`src/rtl/dino_pkg.sv`:
```
// rtl/dino_pkg.sv - shared types, widths and speed defaults for the dino runner
//
// Purpose : game-state encoding, bus widths and the default speed constants
//           used by the scroll scheduler and by any speed consumer.
// Contents: PERIOD_W, LEVEL_W, DEF_* speed defaults, state_t,
//           next_period() guarded period step, half_period() boost helper.
package dino_pkg;

   localparam int PERIOD_W = 21;
   localparam int LEVEL_W  = 5;

   localparam logic [PERIOD_W-1:0] DEF_INIT_PERIOD  = 21'd450000;
   localparam logic [PERIOD_W-1:0] DEF_STEP         = 21'd20000;
   localparam logic [PERIOD_W-1:0] DEF_MIN_PERIOD   = 21'd130000;
   localparam logic [31:0]         DEF_LEVEL_CYCLES = 32'd500000000;
   localparam logic [LEVEL_W-1:0]  DEF_MAX_LEVEL    = 5'd16;

   typedef enum logic [1:0] {
      IDLE  = 2'b00,
      RUN   = 2'b01,
      PAUSE = 2'b10,
      OVER  = 2'b11
   } state_t;

   // Period after one level-up. The compare runs one bit wider so that
   // step + floor cannot wrap, and the subtraction only happens when the
   // result is known to stay at or above the floor.
   function automatic logic [PERIOD_W-1:0] next_period(
      input logic [PERIOD_W-1:0] cur,
      input logic [PERIOD_W-1:0] step,
      input logic [PERIOD_W-1:0] floor_p
   );
      logic [PERIOD_W:0] w_limit;
      w_limit = {1'b0, step} + {1'b0, floor_p};
      if ({1'b0, cur} < w_limit)
         return floor_p;
      else
         return cur - step;
   endfunction

   // Half period for boost, never below one clock.
   function automatic logic [PERIOD_W-1:0] half_period(
      input logic [PERIOD_W-1:0] cur
   );
      logic [PERIOD_W-1:0] w_half;
      w_half = cur >> 1;
      if (w_half == '0)
         return {{(PERIOD_W-1){1'b0}}, 1'b1};
      else
         return w_half;
   endfunction

endpackage

```
`src/rtl/scroll_scheduler_if.sv`:
```
// rtl/scroll_scheduler_if.sv - control/status bundle between game logic and the scroll scheduler
//
// Purpose : groups the scheduler's game-control inputs and speed/status outputs.
// Signals : start, pause_tgl, collide, boost  (game logic -> scheduler)
//           tick, period[20:0], level[4:0], state[1:0] (scheduler -> consumers)
// Modports: master = game logic / bench side, slave = scroll_scheduler side.
interface scroll_scheduler_if;
   import dino_pkg::*;

   logic                start;
   logic                pause_tgl;
   logic                collide;
   logic                boost;
   logic                tick;
   logic [PERIOD_W-1:0] period;
   logic [LEVEL_W-1:0]  level;
   logic [1:0]          state;

   modport master (
      output start, pause_tgl, collide, boost,
      input  tick, period, level, state
   );

   modport slave (
      input  start, pause_tgl, collide, boost,
      output tick, period, level, state
   );

endinterface

```
`src/rtl/tick_divider.sv`:
```
// rtl/tick_divider.sv - programmable scroll tick divider
//
// Purpose : counts enabled clocks and emits a registered one-cycle tick each
//           time the count reaches the requested period.
// Ports   : clk          in   system clock
//           rst          in   synchronous reset, active-high
//           i_en         in   count this cycle
//           i_clr        in   restart the count (also drops tick)
//           i_period_in  in   effective period in clocks
//           o_tick       out  one-cycle strobe, registered
module tick_divider
   import dino_pkg::*;
(
   input  logic                clk,
   input  logic                rst,
   input  logic                i_en,
   input  logic                i_clr,
   input  logic [PERIOD_W-1:0] i_period_in,
   output logic                o_tick
);

   logic [PERIOD_W-1:0] r_tick_cnt;
   logic                r_tick;
   logic                w_due;

   // "count + 1 >= period" is "count >= period - 1" without underflow when
   // period is 0. Using >= means a period that shrinks below the running
   // count fires on the next enabled cycle instead of wrapping past it.
   assign w_due = ({1'b0, r_tick_cnt} + {{PERIOD_W{1'b0}}, 1'b1}) >= {1'b0, i_period_in};

   always_ff @(posedge clk) begin
      if (rst || i_clr) begin
         r_tick_cnt <= '0;
         r_tick     <= 1'b0;
      end else if (i_en) begin
         if (w_due) begin
            r_tick_cnt <= '0;
            r_tick     <= 1'b1;
         end else begin
            r_tick_cnt <= r_tick_cnt + 1'b1;
            r_tick     <= 1'b0;
         end
      end else begin
         // Frozen: count holds, no strobe.
         r_tick <= 1'b0;
      end
   end

   assign o_tick = r_tick;

endmodule

```
`src/rtl/scroll_scheduler.sv`:
```
// rtl/scroll_scheduler.sv - dino runner game-speed controller
//
// Purpose : run/pause/over sequencing, periodic difficulty ramp and the
//           scroll tick for the obstacle/ground scrollers.
// Ports   : clk   in   system clock
//           rstn  in   synchronous reset, active-high (1 = reset)
//           bus   slave modport of scroll_scheduler_if:
//                 start, pause_tgl, collide, boost in; tick, period, level, state out
// Options : SCROLL_BOOST_EN - when defined, boost halves the effective tick
//           period (minimum 1) without touching period, level or level timer.
module scroll_scheduler
   import dino_pkg::*;
#(
   parameter logic [PERIOD_W-1:0] INIT_PERIOD  = DEF_INIT_PERIOD,
   parameter logic [PERIOD_W-1:0] STEP         = DEF_STEP,
   parameter logic [PERIOD_W-1:0] MIN_PERIOD   = DEF_MIN_PERIOD,
   parameter logic [31:0]         LEVEL_CYCLES = DEF_LEVEL_CYCLES,
   parameter logic [LEVEL_W-1:0]  MAX_LEVEL    = DEF_MAX_LEVEL
)(
   input  logic             clk,
   input  logic             rstn,
   scroll_scheduler_if.slave bus
);

   state_t              r_state;
   state_t              w_state_nxt;
   logic                w_run_cnt;
   logic                w_restart;
   logic [PERIOD_W-1:0] r_period;
   logic [LEVEL_W-1:0]  r_level;
   logic [31:0]         r_lvl_cnt;
   logic [PERIOD_W-1:0] w_eff_period;
   logic                w_tick;

   // ---------------------------------------------------------------
   // Game FSM
   // ---------------------------------------------------------------
   always_ff @(posedge clk) begin
      if (rstn)
         r_state <= IDLE;
      else
         r_state <= w_state_nxt;
   end

   // In RUN, collide beats pause_tgl and both beat counting: on those
   // cycles neither timer advances, which also drops a tick due that cycle.
   always_comb begin
      w_state_nxt = r_state;
      w_run_cnt   = 1'b0;
      w_restart   = 1'b0;
      case (r_state)
         IDLE: begin
            if (bus.start) begin
               w_state_nxt = RUN;
               w_restart   = 1'b1;
            end
         end
         RUN: begin
            if (bus.collide)
               w_state_nxt = OVER;
            else if (bus.pause_tgl)
               w_state_nxt = PAUSE;
            else
               w_run_cnt = 1'b1;
         end
         PAUSE: begin
            if (bus.pause_tgl)
               w_state_nxt = RUN;
         end
         OVER: begin
            if (bus.start) begin
               w_state_nxt = RUN;
               w_restart   = 1'b1;
            end
         end
         default: w_state_nxt = IDLE;
      endcase
   end

   // ---------------------------------------------------------------
   // Level timer and period ramp
   // ---------------------------------------------------------------
   always_ff @(posedge clk) begin
      if (rstn || w_restart) begin
         r_period  <= INIT_PERIOD;
         r_level   <= '0;
         r_lvl_cnt <= '0;
      end else if (w_run_cnt) begin
         if (r_lvl_cnt == LEVEL_CYCLES - 32'd1) begin
            r_lvl_cnt <= '0;
            // Once saturated, level-ups stop changing the period as well.
            if (r_level < MAX_LEVEL) begin
               r_level  <= r_level + LEVEL_W'(1);
               r_period <= next_period(r_period, STEP, MIN_PERIOD);
            end
         end else begin
            r_lvl_cnt <= r_lvl_cnt + 32'd1;
         end
      end
   end

   // ---------------------------------------------------------------
   // Tick generation
   // ---------------------------------------------------------------
`ifdef SCROLL_BOOST_EN
   assign w_eff_period = bus.boost ? half_period(r_period) : r_period;
`else
   assign w_eff_period = r_period;
`endif

   tick_divider u_tick_divider (
      .clk         (clk),
      .rst         (rstn),
      .i_en        (w_run_cnt),
      .i_clr       (w_restart),
      .i_period_in (w_eff_period),
      .o_tick      (w_tick)
   );

   assign bus.tick   = w_tick;
   assign bus.period = r_period;
   assign bus.level  = r_level;
   assign bus.state  = r_state;

endmodule
```
`src/flat_wrapper.sv`:
```
// flat-port wrapper written by rule: the top's interface ports become plain ports
module scroll_scheduler_flat import dino_pkg::*;
#(
   parameter logic [PERIOD_W-1:0] INIT_PERIOD  = DEF_INIT_PERIOD,
   parameter logic [PERIOD_W-1:0] STEP         = DEF_STEP,
   parameter logic [PERIOD_W-1:0] MIN_PERIOD   = DEF_MIN_PERIOD,
   parameter logic [31:0]         LEVEL_CYCLES = DEF_LEVEL_CYCLES,
   parameter logic [LEVEL_W-1:0]  MAX_LEVEL    = DEF_MAX_LEVEL
)
  (clk, rstn, bus_start, bus_pause_tgl, bus_collide, bus_boost, bus_tick, bus_period, bus_level, bus_state);
  scroll_scheduler_if bus_i ();
  input  logic clk;
  input  logic rstn;
  input wire logic [$bits(bus_i.start)-1:0] bus_start;
  input wire logic [$bits(bus_i.pause_tgl)-1:0] bus_pause_tgl;
  input wire logic [$bits(bus_i.collide)-1:0] bus_collide;
  input wire logic [$bits(bus_i.boost)-1:0] bus_boost;
  output wire logic [$bits(bus_i.tick)-1:0] bus_tick;
  output wire logic [$bits(bus_i.period)-1:0] bus_period;
  output wire logic [$bits(bus_i.level)-1:0] bus_level;
  output wire logic [$bits(bus_i.state)-1:0] bus_state;
  assign bus_i.start = bus_start;
  assign bus_i.pause_tgl = bus_pause_tgl;
  assign bus_i.collide = bus_collide;
  assign bus_i.boost = bus_boost;
  assign bus_tick = bus_i.tick;
  assign bus_period = bus_i.period;
  assign bus_level = bus_i.level;
  assign bus_state = bus_i.state;
  scroll_scheduler #(.INIT_PERIOD(INIT_PERIOD), .STEP(STEP), .MIN_PERIOD(MIN_PERIOD), .LEVEL_CYCLES(LEVEL_CYCLES), .MAX_LEVEL(MAX_LEVEL)) u_core (.clk(clk), .rstn(rstn), .bus(bus_i));
endmodule
```
`config.mk`:
```
export PLATFORM = sky130hd
export DESIGN_NAME = scroll_scheduler_flat
export DESIGN_NICKNAME = d
export VERILOG_FILES = /design/src/rtl/dino_pkg.sv /design/src/rtl/scroll_scheduler_if.sv /design/src/rtl/tick_divider.sv /design/src/rtl/scroll_scheduler.sv /design/src/flat_wrapper.sv
export SDC_FILE = /design/constraint.sdc
export NUM_CORES = 1
export LEC_CHECK = 0
export ABC_AREA = 1
export ABC_CLOCK_PERIOD_IN_PS = 2800
export BUFFER_PORTS_ARGS = -buffer_cell sky130_fd_sc_hd__buf_2
export CORE_MARGIN = 5
export CORE_UTILIZATION = 56
export DETAILED_ROUTE_END_ITERATION = 6
export PLACE_DENSITY = 0.77
export REMOVE_ABC_BUFFERS = 1
export SLEW_MARGIN = 40
export SYNTH_ARGS = -nofsm -noshare
export SYNTH_HDL_FRONTEND = slang
export SYNTH_HIERARCHICAL = 1
export SYNTH_SLANG_ARGS = --single-unit
```
`constraint.sdc`:
```
create_clock -name clk -period 2.8 [get_ports clk]
set_clock_uncertainty 0.2 [all_clocks]
set_input_delay 0.14 -clock clk [delete_from_list [all_inputs] [get_ports clk]]
set_output_delay 0.14 -clock clk [all_outputs]
set_load 0.01 [all_outputs]
```
# --- Word-level counts from Yosys, hierarchy flattened ---
# Index checks and enable logic that the tools add are counted.
classes:
  add_sub_neg: 5
  n_eq_ne: 7
  mux: 14
  magnitude_cmp: 3
  n_bitwise: 1
  reduce_logical: 6
ops:
  columns: ["operator", "n"]
  rows:
  - ["21-bit two-way mux", 2]
  - ["32-bit by 1-bit adder with 32-bit output (second input constant)", 1]
  - ["32-bit by 29-bit equality test with 1-bit output (second input constant)", 1]
  - ["32-bit two-way mux", 1]
  - ["21-bit by 1-bit adder with 22-bit output (second input constant)", 1]
  - ["22-bit by 21-bit >= comparator with 1-bit output", 1]
  - ["21-bit by 1-bit adder with 21-bit output (second input constant)", 1]
  - ["21-bit by 18-bit < comparator with 1-bit output (second input constant)", 1]
  - ["21-bit by 15-bit subtractor with 21-bit output (second input constant)", 1]
  - ["2-bit two-way mux", 4]
  - ["1-bit two-way mux", 6]
  - ["2-bit case mux with 3 select lines", 1]
  - ["3-bit AND reduction", 2]
  - ["5-bit by 1-bit adder with 5-bit output (second input constant)", 1]
  - ["5-bit < comparator (second input constant)", 1]
  - ["2-bit equality test (second input constant)", 2]
  - ["2-bit OR reduction", 2]
  - ["3-bit != test (second input constant)", 1]
  - ["2-bit by 1-bit equality test with 1-bit output (second input constant)", 1]
  - ["2-bit logical NOT", 1]
  - ["2-bit by 1-bit != test with 1-bit output (second input constant)", 1]
  - ["2-bit != test (second input constant)", 1]
  - ["1-bit logical OR", 1]
  - ["1-bit inverter", 1]
word_totals:
  regBits: 82
  output_inout_bits: 29
  elab_cells: 42
  input_bits: 6

# --- Logic depth before layout (Yosys ltp) ---
# Gate-level depths: netlist of run 1.
depth:
  ltp_word: 5
  ltp_mapped: 22
  depth_no_buf: 21

# --- Hierarchy ---
# The synthesis of run 1 kept the hierarchy.
modules_own_cells:
  columns: ["mod", "seq_area_each_um2", "n_inst", "area_per_inst_um2", "cells_per_inst"]
  rows:
  - ["scroll_scheduler", 1121.1, 1, 3544.6, 565]
  - ["tick_divider", 440.4, 1, 2162.1, 352]

# --- Worst setup path before layout of run 1 ---
# Ideal clock, no wire load.
synth_path:
  kind: "register to register"
  from: "reg u_core.u_tick_divider.r_tick_cnt[0]"
  to: "reg u_core.u_tick_divider.r_tick_cnt[14]"
  arrival_ns: 2.359
  setup_ns: 0.119
  t_required_ns: 2.481
  stages_incl_launch_ff: 22
  period_less_slack_ns: 2.677
  path_slack_ns: 0.123
  n_path_buf: 1
  path_cell_list: "dfxtp_1 > ha_1 > nand2_1 > nor2_1 > inv_1 > nor2_1 > nand3_1 > nand2_1 > inv_1 > ha_1 > nand2_1 > nor2_1 > nand2_1 > nor2_1 > nand2_1 > nand3_1 > nor2_1 > nand2_2 > nand2_2 > nand2_2 > buf_6 > nor2_2"
synth_between:
  elab_chain_len: 3
  elab_cells_between_ends: 4
  cone_classes: "2 x add/sub; 1 x order compare; 1 x mux"
synth_rtl:
  columns: ["element", "line", "rtl"]
  rows:
  - ["start, declared", "tick_divider.sv:22", "logic [PERIOD_W-1:0] r_tick_cnt;"]
  - ["start signal, assigned", "tick_divider.sv:40", "r_tick_cnt <= r_tick_cnt + 1'b1;"]
  - ["21-bit by 1-bit adder with 22-bit output", "tick_divider.sv:29", "assign w_due = ({1'b0, r_tick_cnt} + {{PERIOD_W{1'b0}}, 1'b1}) >= {1'b0, i_period_in};"]
  - ["22-bit by 21-bit >= comparator with 1-bit output", "tick_divider.sv:29", null]
  - ["21-bit two-way mux *", "tick_divider.sv:36", "if (w_due) begin"]
# Mark *: on every way between the ends. The rest lies on a longest branch, timed or not.
# A chain may end at the register's enable or synchronous reset.

# --- Final worst setup path of run 1 ---
layout_path:
  from: "reg u_core.u_tick_divider.r_tick_cnt[10]"
  to: "reg u_core.u_tick_divider.r_tick_cnt[14]"
# The elaborated chain is that of the path after synthesis.

==> results.yml, run 1 <==
finish:
  fin_nets: 1024
  antennaDiodeCount: 0
  layout_common_cells: "224 x nand2_1, 137 x inv_1, 112 x nor2_1"
  drive_gt1_share_pct: 22.5
  syn_to_final_growth_pct: 19.3
  instances_no_fill: 1127
  final_common_cell: "nand2_1"
die:
  die_x_um: 111
  ios: 35
  rows: 36
  coreArea_mm2: 0.00986
  start_util_pct: 57.9
  die_y_um: 111
  die_area_mm2: 0.0123
clocking:
  root_buffer: "clkbuf_8"
  cts_buffer_depth: 2
  numCtsBuffers: 9
  clk_pin_slew_ns: 0.09
  cts.sinks: 78
  cts_max_level: 3
  cts_tree: "done"
  clock_latency_ns: 0.37
drt:
  drtIter0Drc: 571
  routedWlPerCell_um: 13.2
  drt_pass1_iterations: 5
  drc: 0
  ant_nets: 0
  vias_per_cell: 5.17
  postRouteWirelength_um: 14900
  vias: 5826
global_routing:
  grt_pass1_wl_um: 23200
  grt_use_total_pct: 22.5
  grt_pass1_vias: 4976
  grt_overflow_total: 0
  grt_max_degree: 23
  antenna_found_initial: 0
worst_setup_path:
  critPathLaunchType: "register"
  cp_max_fo: 5
  critPathKind: "reg2reg"
  cp.required_ns: 2.90
  crit_path_end_kind: "register"
  critPathArrivalTime_ns: 2.92
timing:
  max_freq_mhz: 355
  rsz0062_at_grt: "true"
  fin_tns_setup_ns: -0.149
  worst_slack_ns: -0.0193
  hold_violations: 0
  slew_headroom_pct: 54.8
  finalSetupViolations: 12
  finalCritPeriodShare_pct: 101
  slew_violations: 0
  worst_slew_pin_slew_ns: 0.678
  period_minus_slack_ns: 2.82
outcome:
  violations: "negative setup slack"
  status: "complete, but fails checks"
yosys:
  yosysWarnings: 6
  syn_area_mm2: 0.00571
  ys_ff_latch: 78
  ys_seq_area_share_pct: 27.4
  syn_inst: 917
  synth_cell_types: 49
  synth.avg_cell_area_um2: 6.22
  async_flop_share_pct: 0
  synthFlopType: "dfxtp_1"
  synth_enable_flop_cells: 0
placed_design:
  place_hpwl_um: 10500
  dp_slack_ns: -0.0471
  portBuffers: 29
  gp_congestion: 0.959
  place_inst: 1097
hold_path:
  hold_path_class: "in2reg"
power:
  power_density_mw_per_mm2: 314
  leakage_nw: 3.12
  vdd.ir_drop.worst_v: 0.000281
job:
  cap_violations: 0
area by class of cell:
type                    instances  area, um2
repair buffers                 73        551
flip-flops and latches         78       1600
fillers                       841       3060
clock inverters                 1       5.00
inverters                     154        581
multi-input cells             674       3750
well taps                     133        166
clock buffers                  14        163
repair_timing:
item / CTS / global route
hold buffers: 3 / 0
endpoints found under the hold margin: 5 / 0
cloned: 0 / 2
gates resized for setup: 8 / 93
buffers inserted: 1 / 9
setup endpoints to repair: 20 / 21
pin swaps: 2 / 37
synth_stat cells, drive strengths merged (5+ instances only):
| cell type | number | area share [%] |
|---|---|---|
| a21oi | 35 | 3.1 |
| buf | 13 | 1.8 |
| clkbuf | 5 | 0.50 |
| dfxtp | 78 | 27 |
| ha | 28 | 6.1 |
| inv | 152 | 10 |
| nand2 | 255 | 17 |
| nand3 | 73 | 6.9 |
| nand4 | 16 | 2.2 |
| nor2 | 162 | 13 |
| nor3 | 23 | 2.3 |
| o21ai | 28 | 2.6 |
| xor2 | 19 | 2.9 |
path summary, 6_finish.rpt:
kind / start / endpoint / slack (ns) / depth (start not counted)
hold reg to reg: u_core/r_lvl_cnt[5]$_SDFFE_PP0P_ / u_core/r_lvl_cnt[5]$_SDFFE_PP0P_ / 0.29 / 2
setup / recovery: u_core/u_tick_divider/r_tick_cnt[10]$_SDFFE_PP0P_ / u_core/u_tick_divider/r_tick_cnt[14]$_SDFFE_PP0P_ / -0.02 / 19
hold / removal: bus_start / u_core/bus.level[4]$_SDFFE_PP0P_ / 0.07 / 6
setup reg to reg: u_core/u_tick_divider/r_tick_cnt[10]$_SDFFE_PP0P_ / u_core/u_tick_divider/r_tick_cnt[14]$_SDFFE_PP0P_ / -0.02 / 19
critical path: stages, from the launching register on:
cell and delay [ns]:
dfxtp_4 0.39, nand2_2 0.10, nor2_2 0.18, nand4_1 0.13
nor2_2 0.15, nand3_1 0.11, and2_4 0.19, ha_1 0.26
nand2_1 0.06, inv_1 0.07, nand2_1 0.08, nor2_1 0.04
nand2_1 0.07, nand3_2 0.08, nor2_4 0.11, nand2_2 0.09
nand2_4 0.09, nand2_8 0.08, buf_12 0.16, nor2_2 0.09
cells by family (layout without fill, tap and decap cells):
logic type,count (synthesis),in the layout,synth area share [%]
buf+inv,172,242,12.5
compound gates,71,71,6.80
xor+xnor,23,23,3.53
mux,1,1,0.175
other cells,1,8,0.0657
simple gates,543,543,43.4
fa+ha+maj,28,28,6.14
flops,78,78,27.4
layer usage:
metal | wire length [um] | vias to the layer above | part of all wire, % | global-route usage (%)
li1 | - | 2986 | - | -
met1 | 6930 | 2610 | 47 | 31.3
met2 | 6740 | 196 | 45 | 35.4
met3 | 879 | 34 | 5.9 | 5.40
met4 | 349 | 0 | 2.3 | 5.42
met5 | 0 | - | 0 | 0
state kept, by name, summed over array words and instances (netlist names):
signal                            cells
u_core/r_lvl_cnt                     32
u_core/u_tick_divider/r_tick_cnt     21
u_core/bus.period                    17
u_core/bus.level                      5
u_core/bus.state                      2
u_core/u_tick_divider/o_tick          1
stage by stage:
stage | area [um2] | util, % | hold slack [ns] | total power [mW]
after CTS | 6380 | 64.7 | 0.0412 | 2.13
after global routing | 6810 | 69.0 | 0.121 | 2.24
after detailed placement | 6150 | 62.4 | 0.154 | 1.35
final | 6810 | 69.0 | 0.0689 | 2.14
after floorplan | 5600 | - | 0.00907 | 1.27
after global placement | 6150 | 62.4 | 0.153 | 1.35
power breakdown:
| group | leakage (nW) | switching [mW] | internal [mW] |
|---|---|---|---|
| registers | 0.639 | 0.00821 | 1.11 |
| clock network | 0.0865 | 0.408 | 0.366 |
| logic | 2.39 | 0.153 | 0.0912 |
| total | 3.12 | 0.569 | 1.57 |
(Power assumes the default switching activity.)
==> inputs of run 2 (changes only) <==
==> constraint.sdc (replaced) <==
create_clock -name clk -period 2.8 [get_ports clk]
set_clock_uncertainty 0.2 [all_clocks]
set_input_delay 0.56 -clock clk [delete_from_list [all_inputs] [get_ports clk]]
set_output_delay 0.56 -clock clk [all_outputs]
set_load 0.01 [all_outputs]
==> results.yml, run 2 (synthesized netlist as in run 1, its figures left out) <==
power:
  vdd.ir_drop.worst_v: 0.000430
  power_density_mw_per_mm2: 343
  leakage_nw: 3.12
timing:
  slew_headroom_pct: 56.3
  slew_violations: 0
  rsz0062_at_grt: "true"
  hold_violations: 0
  max_freq_mhz: 357
  worst_slew_pin_slew_ns: 0.654
  finalSetupViolations: 0
  hold_ws_ns: 0.189
  period_minus_slack_ns: 2.80
  finalCritPeriodShare_pct: 99.9
global_routing:
  grt_use_total_pct: 22.5
  antenna_found_initial: 0
  grt_overflow_total: 0
  grt_pass1_vias: 5106
  grt_pass1_wl_um: 23200
  grt_max_degree: 23
placed_design:
  place_inst: 1096
  place_hpwl_um: 10300
  gp_congestion: 0.947
  place_area_mm2: 0.00615
  portBuffers: 29
die:
  coreArea_mm2: 0.00986
  die_area_mm2: 0.0123
  start_util_pct: 57.9
  ios: 35
  die_x_um: 111
  rows: 36
  die_y_um: 111
hold_path:
  hold_path_class: "in2reg"
  worstHoldStart: "rstn"
  min_to: "u_core/bus.state[1]$_SDFFE_PP0P_"
  min_path_cells: 2
job:
  cap_violations: 0
finish:
  instances_no_fill: 1125
  layout_common_cells: "223 x nand2_1, 132 x inv_1, 111 x nor2_1"
  fin_nets: 1021
  finalInstanceArea_mm2: 0.00700
  final_common_cell: "nand2_1"
  antennaDiodeCount: 0
  largest_reg_flops: 32
  syn_to_final_growth_pct: 22.6
  drive_gt1_share_pct: 24.5
  regMostFlops: "u_core/r_lvl_cnt"
worst_setup_path:
  rr_worst_depth: 23
  critPathLaunchType: "register"
  critPathArrivalTime_ns: 2.87
  r2r_setup_slack_ns: 0.003
  r2r-end: "u_core/u_tick_divider/r_tick_cnt[0]$_SDFFE_PP0P_"
  slowest_stage: "dfxtp_4"
  path_buf_inv: 5
  cp_top_family: "simple AND/OR/NAND/NOR gates"
  max_stage_delay_ns: 0.37
  cp_max_fo: 6
  critical_path.cell_chain: "buf_6 > nand3_4 > inv_4 > nand2_8 > inv_4 > nand2_4 > nor2_1 > nand2_1 > nand2_2 > inv_2 > ha_4 > nand2_1 > nor2_1 > nand2_1 > nor2_1 > nand2_2 > nand3_2 > nor2_4 > nand2_2 > nand2_2 > nand2_4 > clkbuf_16 > nor2_2"
  reg2reg_from: "u_core/u_tick_divider/r_tick_cnt[1]$_SDFFE_PP0P_"
  cp.required_ns: 2.87
  crit_path_frequent_cell: "nand2_2"
  critPathKind: "reg2reg"
  crit_path_end_kind: "register"
drt:
  drtIter0Drc: 530
  dr.max_layer_used: "met4"
  routedWlPerCell_um: 14.1
  route.met3.wl_um: 933
  wl_met2_um: 7420
  drc: 0
  vias: 5927
  drt_pass1_iterations: 5
  postRouteWirelength_um: 15800
  ant_nets: 0
  drt-met1-wl_um: 6990
  vias_per_cell: 5.27
clocking:
  clk_pin_slew_ns: 0.08
  clock_latency_ns: 0.37
  root_buffer: "clkbuf_8"
  ctsHoldBuffers: 0
  cts.sinks: 78
  cts_buffer_depth: 2
  cts_max_level: 3
  cts_tree: "done"
  numCtsBuffers: 9
outcome:
  status: "completed"
## run 2: cell count changes in the layout (fill, tap and decap cells not counted), moves of 5 or more
cell	change
dfxtp_2	-5
nor2_2	-5
dfxtp_4	+5
nor2_4	+6
inv_1	-5
nand3_1	-5
## run 2: metrics by stage
stage | utilization [%] | worst slack [ns] | power (mW) | TNS (ns)
after floorplan | - | -0.0984 | 1.27 | -1.94
after global placement | 62.3 | -0.0258 | 1.35 | -0.280
after detailed placement | 62.3 | -0.0600 | 1.35 | -0.748
after CTS | 65.1 | -0.0301 | 2.40 | -0.256
after global routing | 70.9 | -0.180 | 2.49 | -3.42
final | 70.9 | 0.00256 | 2.40 | 0
## run 2: layout make-up
type                            instances  area (um2)
Timing Repair Buffer                   70         507
Sequential cell                        78        1610
Multi-Input combinational cell        674        3870
Clock inverter                          2        60.1
Inverter                              154         586
Clock buffer                           14         193
Fill cell                             800        2870
Tap cell                              133         166
## run 2: what timing repair did
item / in CTS / in global routing
gates cloned: 0 / 1
pin swaps: 0 / 44
setup endpoints to repair: 20 / 22
setup buffers: 0 / 12
resized for setup: 6 / 129
## run 2: power breakdown
part,internal [mW],switching [mW]
clock,0.624,0.429
sequential,1.11,0.00816
combinational,0.0779,0.152
## run 2: worst max path at each step
| stage | startpoint | to | slack, ns | depth (start not counted) |
|---|---|---|---|---|
| after floorplan | u_core/u_tick_divider/r_tick_cnt[0]$_SDFFE_PP0P_ | u_core/u_tick_divider/r_tick_cnt[0]$_SDFFE_PP0P_ | -0.1 | 20 |
| after global placement | u_core/u_tick_divider/r_tick_cnt[0]$_SDFFE_PP0P_ | u_core/u_tick_divider/r_tick_cnt[14]$_SDFFE_PP0P_ | -0.03 | 21 |
| after detailed placement | u_core/u_tick_divider/r_tick_cnt[1]$_SDFFE_PP0P_ | u_core/u_tick_divider/r_tick_cnt[1]$_SDFFE_PP0P_ | -0.06 | 21 |
| after CTS | u_core/u_tick_divider/r_tick_cnt[0]$_SDFFE_PP0P_ | u_core/u_tick_divider/r_tick_cnt[17]$_SDFFE_PP0P_ | -0.03 | 21 |
| after global routing | u_core/u_tick_divider/r_tick_cnt[1]$_SDFFE_PP0P_ | u_core/u_tick_divider/r_tick_cnt[0]$_SDFFE_PP0P_ | -0.18 | 23 |
| final | u_core/u_tick_divider/r_tick_cnt[1]$_SDFFE_PP0P_ | u_core/u_tick_divider/r_tick_cnt[0]$_SDFFE_PP0P_ | 0.003 | 23 |
## run 2: routing by layer
layer	GRT usage, %	up-vias
met5	0	-
met4	6.90	0
met3	5.40	52
met2	35.4	209
met1	30.6	2678
li1	-	2988
